===== config.mk =====
export PLATFORM = sky130hd
export DESIGN_NAME = vertex_fetch
export DESIGN_NICKNAME = d
export VERILOG_FILES = /design/src/rtl/render_pkg.sv /design/src/rtl/sync_fifo.sv /design/src/rtl/vertex_fetch.sv
export SDC_FILE = /design/constraint.sdc
export NUM_CORES = 1
export LEC_CHECK = 0
export ABC_AREA = 1
export CAP_MARGIN = 40
export CORE_MARGIN = 4
export CORE_UTILIZATION = 35
export DETAILED_ROUTE_END_ITERATION = 7
export GPL_TIMING_DRIVEN = 0
export PLACE_DENSITY_LB_ADDON = 0.15
export SLEW_MARGIN = 20
export SYNTH_ARGS = -nofsm -noshare
export SYNTH_HDL_FRONTEND = slang
export SYNTH_SLANG_ARGS = --single-unit

===== constraint.sdc =====
create_clock -name clk -period 4 [get_ports clk]
set_input_delay 0.4 -clock clk [delete_from_list [all_inputs] [get_ports clk]]
set_output_delay 0.4 -clock clk [all_outputs]
set_load 0.005 [all_outputs]

===== src/rtl/render_pkg.sv =====
// rtl/render_pkg.sv - shared render pipeline types and constants
package render_pkg;

   localparam int VERTEX_COORDS = 3;

   typedef enum logic [1:0] {
      VERTEX_FETCH_IDLE,
      VERTEX_FETCH_FETCH,
      VERTEX_FETCH_DRAIN,
      VERTEX_FETCH_DONE
   } vertex_fetch_state_t;

endpackage


===== src/rtl/sync_fifo.sv =====
// rtl/sync_fifo.sv - synchronous FIFO with registered head-of-queue read data
module sync_fifo #(
   parameter int WIDTH = 54,
   parameter int DEPTH = 4
) (
   input  logic                       clk,
   input  logic                       rst,
   input  logic                       push,
   input  logic                       pop,
   input  logic [WIDTH-1:0]           wdata,
   output logic [WIDTH-1:0]           rdata,
   output logic [$clog2(DEPTH+1)-1:0] count,
   output logic                       empty
);

   localparam int AW = $clog2(DEPTH);
   localparam int CW = $clog2(DEPTH + 1);

   logic [WIDTH-1:0] mem [DEPTH];
   logic [AW-1:0]    wr_ptr;
   logic [AW-1:0]    rd_ptr;
   logic             do_pop;

   assign empty  = (count == '0);
   assign do_pop = pop && !empty;

   always_ff @(posedge clk) begin
      if (push) begin
         mem[wr_ptr] <= wdata;
      end
   end

   // rdata always shows the current head, so it is refreshed whenever the head changes
   always_ff @(posedge clk) begin
      if (rst) begin
         wr_ptr <= '0;
         rd_ptr <= '0;
         count  <= '0;
         rdata  <= '0;
      end else begin
         if (push) begin
            wr_ptr <= wr_ptr + 1'b1;
         end
         if (do_pop) begin
            rd_ptr <= rd_ptr + 1'b1;
         end
         unique case ({push, do_pop})
            2'b10:   count <= count + CW'(1);
            2'b01:   count <= count - CW'(1);
            default: count <= count;
         endcase
         if (do_pop && (count > CW'(1))) begin
            rdata <= mem[rd_ptr + 1'b1];
         end else if (push && ((count == '0) || (do_pop && (count == CW'(1))))) begin
            rdata <= wdata;
         end
      end
   end

endmodule


===== src/rtl/vertex_fetch.sv =====
// rtl/vertex_fetch.sv - credit-limited vertex fetch from BRAM into the vertex shader input
module vertex_fetch
   import render_pkg::*;
#(
   parameter int DATAWIDTH   = 18,
   parameter int ADDRWIDTH   = 12,
   parameter int MEM_LATENCY = 2,
   parameter int FIFO_DEPTH  = 4
) (
   input  logic                        clk,
   input  logic                        rst,
   input  logic                        i_start,
   input  logic [ADDRWIDTH-1:0]        i_base_addr,
   input  logic [ADDRWIDTH:0]          i_num_vertices,
   output logic                        o_busy,
   output logic                        o_done,
   output logic                        o_mem_re,
   output logic [ADDRWIDTH-1:0]        o_mem_addr,
   input  logic [3*DATAWIDTH-1:0]      i_mem_data,
   input  logic                        i_ready,
   output logic signed [DATAWIDTH-1:0] o_vertex [VERTEX_COORDS],
   output logic                        o_dv,
   output logic                        o_last
);

   localparam int CW = $clog2(FIFO_DEPTH + 1);
   localparam int IW = $clog2(MEM_LATENCY + 1);

   vertex_fetch_state_t state, state_next;

   logic [ADDRWIDTH:0]       num_reg;
   logic [ADDRWIDTH:0]       issued;
   logic [ADDRWIDTH:0]       xfers;
   logic [MEM_LATENCY-1:0]   vsr;
   logic [IW-1:0]            inflight;
   logic [CW-1:0]            fifo_count;
   logic                     fifo_empty;
   logic [3*DATAWIDTH-1:0]   fifo_rdata;
   logic                     credit_ok;
   logic                     last_issue;
   logic                     last_xfer;
   logic                     xfer;

   always_comb begin
      inflight = '0;
      for (int i = 0; i < MEM_LATENCY; i++) begin
         inflight = inflight + IW'(vsr[i]);
      end
   end

   // A read is only issued when the FIFO is guaranteed room for it on return
   assign credit_ok  = (int'(fifo_count) + int'(inflight)) < FIFO_DEPTH;
   assign o_mem_re   = (state == VERTEX_FETCH_FETCH) && credit_ok;
   assign last_issue = ((issued + 1'b1) == num_reg);
   assign o_dv       = !fifo_empty;
   assign xfer       = o_dv && i_ready;
   assign last_xfer  = ((xfers + 1'b1) == num_reg);
   assign o_last     = o_dv && last_xfer;

   always_comb begin
      state_next = state;
      o_busy     = 1'b0;
      o_done     = 1'b0;
      unique case (state)
         VERTEX_FETCH_IDLE: begin
            if (i_start) begin
               state_next = (i_num_vertices == '0) ? VERTEX_FETCH_DONE : VERTEX_FETCH_FETCH;
            end
         end
         VERTEX_FETCH_FETCH: begin
            o_busy = 1'b1;
            if (o_mem_re && last_issue) begin
               state_next = VERTEX_FETCH_DRAIN;
            end
         end
         VERTEX_FETCH_DRAIN: begin
            o_busy = 1'b1;
            if (xfer && last_xfer) begin
               state_next = VERTEX_FETCH_DONE;
            end
         end
         VERTEX_FETCH_DONE: begin
            o_done     = 1'b1;
            state_next = VERTEX_FETCH_IDLE;
         end
         default: state_next = VERTEX_FETCH_IDLE;
      endcase
   end

   always_ff @(posedge clk) begin
      if (rst) begin
         state      <= VERTEX_FETCH_IDLE;
         o_mem_addr <= '0;
         num_reg    <= '0;
         issued     <= '0;
         xfers      <= '0;
         vsr        <= '0;
      end else begin
         state <= state_next;
         vsr   <= (vsr << 1) | MEM_LATENCY'(o_mem_re);
         if ((state == VERTEX_FETCH_IDLE) && i_start) begin
            o_mem_addr <= i_base_addr;
            num_reg    <= i_num_vertices;
            issued     <= '0;
            xfers      <= '0;
         end
         if (o_mem_re) begin
            o_mem_addr <= o_mem_addr + 1'b1;
            issued     <= issued + 1'b1;
         end
         if (xfer) begin
            xfers <= xfers + 1'b1;
         end
      end
   end

   sync_fifo #(
      .WIDTH (3 * DATAWIDTH),
      .DEPTH (FIFO_DEPTH)
   ) u_fifo (
      .clk   (clk),
      .rst   (rst),
      .push  (vsr[MEM_LATENCY-1]),
      .pop   (xfer),
      .wdata (i_mem_data),
      .rdata (fifo_rdata),
      .count (fifo_count),
      .empty (fifo_empty)
   );

   // Memory word is packed {z,y,x}; x sits in the low bits
   always_comb begin
      for (int i = 0; i < VERTEX_COORDS; i++) begin
         o_vertex[i] = fifo_rdata[i*DATAWIDTH +: DATAWIDTH];
      end
   end

endmodule


==> results <==
- The classification of the worst setup path is reg -> out.
- The layer flagged by global routing as most heavily used is met2.
- The average instance area after synthesis is 10.36 um^2.
- The H-tree depth reported by CTS is 2.
- The initial core utilization is between 30 and 40%.
- Across the run, the number of max-cap violations was 0.
- The net count of the mapped netlist is between 1,000 and 1,500.
- The min-delay analysis places its worst path in the category reg -> reg.
- The tightest slew margin relative to the limit is between 40 and 50%.
- The routed length per placed instance is about 19 um.
- The post-route netlist has ~7.7% of its cells at a drive strength greater than 1.
- VDD sags by at most 278.7 uV.
- The count of hold buffers inserted by post-cts repair is 0.
- The post-detailed-route DRC marker count is 0.
- The register with the most flip-flops in the layout has roughly 220 of them.
- The maximum root-to-sink buffer count is 3.
- The initial antenna violation count is 3.
- At the end of the flow, the number of nets in the layout was around 1,700.
- The critical path's slowest cell is sky130_fd_sc_hd__clkdlybuf4s50_1.
- The number of buffers and inverters on the critical path is 2.
- The design draws around 10 mW.
- The wire length reported by the detailed router is approximately 40 mm.
- The number of clock buffers added by TritonCTS is 39.
- The share of the Yosys chip area taken by registers is 62.49%.
- The Yosys step of the flow raised 0 warnings.
- The detailed router finished its first iteration with a little under 600 violations.
- The tree is rooted in a sky130_fd_sc_hd__clkbuf_16.
- For this run, the leading register cell type out of synthesis is sky130_fd_sc_hd__edfxtp_1.
- Clock-pin slew was measured on the worst setup and hold paths at ~0.050 ns.
- Measured along the x axis, the die boundary spans roughly 210 um.
- The time the final worst path needs with I/O delays and setup is between 3 and 4 ns.
- The floorplan die area is approximately 0.044 mm^2.
- The worst stage delay on the critical path is approximately 0.50 ns.
- The antenna diode count is 0.
- The fraction of synthesized cell area taken by the top area cell type is between 40% and 50%.
- The later-pin clock latency in the skew report is 0.54 ns.
- TritonCTS built the clock tree.
- The standard-cell row count is 73.
- The total number of vias is about 11,000.
- The largest fanout of any net on the critical path is 5.
- The filler cell count in the final layout is about 3,800.
- The via-per-instance ratio is slightly above 5.
- The startpoint class of the critical path is a register.
- The sort of element at the end of the critical path is an output port.
- Entering global routing, the biggest net connects 42 pins.
- In the global route stage, met1 resource usage came out at between 20% and 30%.
- After global routing the overflow that remains totals 0.
- The core area is 0.03973 mm^2.
- The timing-limited maximum frequency is slightly below 300 MHz.
- In the global route stage, met3 resource usage came out at between 2 and 3%.
- The number of detailed-routing iterations run before antenna repair is 5.
- In the final layout, the registers with the most flip-flops are u_fifo.mem x216, u_fifo.rdata x54.
- The data arrival at the endpoint of the critical path is roughly 3.0 ns.
- The fraction of the cycle the final worst path needs is a little under nine tenths.
- The number of buffers added for setup after CTS is 0.
- For the pin with the worst max-slew slack, the measured transition is ~0.76 ns.
- Sorting the synthesized cells by area gives the leading types as sky130_fd_sc_hd__edfxtp_1, sky130_fd_sc_hd__dfxtp_1, sky130_fd_sc_hd__nand2_1.
- Ranked by flip-flop count, first place goes to u_fifo.mem.
- The area growth from synthesis to layout is 24.99%.
- The static leakage power is roughly 6.1 nW.
- The overall global routing resource usage is 17.86%.
- The global routing usage on met2 is 30.60%.
- CTS saw 332 sinks.
- Summed over all instances, the cell type with the most area after synthesis is sky130_fd_sc_hd__edfxtp_1.
- The number of I/O port buffers is around 150.
- The largest clock skew in the final design is 0.01556 ns.
- The required arrival time at the worst endpoint is 3.60 ns.
- The number of hold violations in the final report is 0.
- The number of synthesized flops with an enable pin is approximately 220.
- After synthesis the netlist holds a flip-flop and latch count of between 300 and 400.
- Of all flip-flops after synthesis, the portion carrying an async set or reset was 0%.
- The final count of pins violating max slew is 0.
- The cell family with the largest share of critical-path delay is simple AND/OR/NAND/NOR gates.
- In this run, distinct cell masters in the synthesized netlist total a little over 50.
- The number of top-level pins is about 150.
- The number of global-route vias before repair is between 10,000 and 15,000.
- Traced cell by cell, the critical path runs through ha_1 -> nand2_1 -> nor2_2 -> nand3_1 -> xor2_1 -> inv_1 -> a221oi_1 -> nand4_1 -> nor2_1 -> clkdlybuf4s50_1.
- After legalization and detailed placement, the total HPWL measured between 20 and 30 mm.
- Synthesis handed over a netlist of approximately 1,400 instances.
- The remaining antenna violation count after routing is 0.
- The combined area of all synthesized cells is ~0.014 mm^2.
- The count of instances resized after the clock tree is built is 0.
- Power spread over the standard cell area amounts to between 500 and 600 mW/mm^2.
- The flow ran to the end, and the final reports show no timing, DRC or antenna violations.
- Setup violations remaining at the end of the flow were counted as 0.
- Setup repair after global routing left no endpoint under its margin.
- In this run the vertical extent of the chip is about 210 um.
- The wire length of the first global-routing pass is 61.99 mm.
- The setup total negative slack is 0 ns.
- The global placement routability congestion is just over 0.8.
[cells in the mapped netlist, types with 3 or more instances]
| cell | n |
|---|---|
| sky130_fd_sc_hd__nand4_1 | 8 |
| sky130_fd_sc_hd__inv_1 | 65 |
| sky130_fd_sc_hd__dfxtp_1 | 116 |
| sky130_fd_sc_hd__buf_2 | 16 |
| sky130_fd_sc_hd__nand2_1 | 261 |
| sky130_fd_sc_hd__a31oi_1 | 7 |
| sky130_fd_sc_hd__o21ai_0 | 148 |
| sky130_fd_sc_hd__nand3_1 | 57 |
| sky130_fd_sc_hd__nand2_2 | 4 |
| sky130_fd_sc_hd__edfxtp_1 | 216 |
| sky130_fd_sc_hd__ha_1 | 18 |
| sky130_fd_sc_hd__nor2_2 | 6 |
| sky130_fd_sc_hd__a211oi_1 | 6 |
| sky130_fd_sc_hd__inv_2 | 5 |
| sky130_fd_sc_hd__buf_1 | 5 |
| sky130_fd_sc_hd__a22oi_1 | 28 |
| sky130_fd_sc_hd__xnor2_1 | 3 |
| sky130_fd_sc_hd__clkbuf_1 | 43 |
| sky130_fd_sc_hd__or2_2 | 3 |
| sky130_fd_sc_hd__a211oi_2 | 20 |
| sky130_fd_sc_hd__nor2_1 | 100 |
| sky130_fd_sc_hd__mux2i_1 | 29 |
| sky130_fd_sc_hd__xor2_1 | 9 |
| sky130_fd_sc_hd__nor3_1 | 5 |
| sky130_fd_sc_hd__a21oi_1 | 127 |
| sky130_fd_sc_hd__o21ai_1 | 22 |
[cell type report]
type / instances / area [um^2] / area share [%]
plain buffers: 67 / 290.3 / 1.648
clock buffers: 50 / 1037 / 5.888
clock inverters: 21 / 163.9 / 0.9304
inverters: 72 / 282.8 / 1.605
multi-input cells: 889 / 4723 / 26.81
flip-flops and latches: 332 / 8808 / 50.00
well taps: 525 / 656.9 / 3.729
repair buffers: 158 / 1654 / 9.389
[worst min-delay path, delay by kind of cell, from the launching register on]
kind,cells,cell delay (ns)
buffers and inverters,1,0.05
flip-flops,1,0.31
AND/OR/NAND/NOR,1,0.03
[through the flow]
| step | worst slack, ns | instances | hold slack (ns) | util (%) | area [um^2] |
|---|---|---|---|---|---|
| after CTS | 0.5124 | 2114 | 0.4425 | 44.34 | 17620 |
| after global placement | 0.8995 | 2037 | 0.4335 | 40.96 | 16270 |
| after global routing | 0.2733 | 2114 | 0.4702 | 44.34 | 17620 |
| after floorplan | 1.942 | 1360 | 0.4074 | - | 14090 |
| after detailed placement | 1.093 | 2043 | 0.4353 | 41.32 | 16420 |
| final | 0.5595 | 2114 | 0.4398 | 44.34 | 17620 |
[logic make-up (layout without fill, tap and decap cells)]
logic type                 after synthesis  after routing  share of synthesized area, %
xor gates and xnor gates                14             14                         1.065
AOI/OAI and AO/OA                      371            371                         15.22
adders and majority gates               18             18                         1.598
muxes                                   29             29                         2.059
buffers and inverters                  139            368                         3.995
DFF                                    332            332                         62.49
and+or+nand+nor                        457            457                         13.56
[cells in the final DEF (no fill, tap or decap), types with 28 or more instances in the layout]
cell type and count:
sky130_fd_sc_hd__nand2_1 261, sky130_fd_sc_hd__edfxtp_1 216, sky130_fd_sc_hd__clkdlybuf4s50_1 152, sky130_fd_sc_hd__o21ai_0 148, sky130_fd_sc_hd__a21oi_1 127, sky130_fd_sc_hd__dfxtp_1 116, sky130_fd_sc_hd__nor2_1 100, sky130_fd_sc_hd__inv_1 61
sky130_fd_sc_hd__nand3_1 57, sky130_fd_sc_hd__clkbuf_1 52, sky130_fd_sc_hd__clkbuf_16 39, sky130_fd_sc_hd__mux2i_1 29, sky130_fd_sc_hd__a22oi_1 28
[worst paths after layout]
kind	start	endpoint	slack (ns)	depth (start not counted)
setup reg to reg	u_fifo.count[0]	u_fifo.rdata[53]	1.22	11
hold / removal	vsr[0]	vsr[1]	0.44	2
hold reg to reg	vsr[0]	vsr[1]	0.44	2
setup / recovery	xfers[0]	o_last	0.56	10
[layer usage]
metal  share of wire (%)  vias up
li1                    -     5214
met1                  45     5131
met2                  49      227
met3                 4.4       45
met4                 1.4        6
met5                0.10        -
[power by group]
part	switching, mW	total (mW)	internal, mW
sequential	0.221	4.18	3.96
clock	1.42	3.34	1.92
combinational	1.81	2.93	1.12
(Power assumes the default switching activity.)
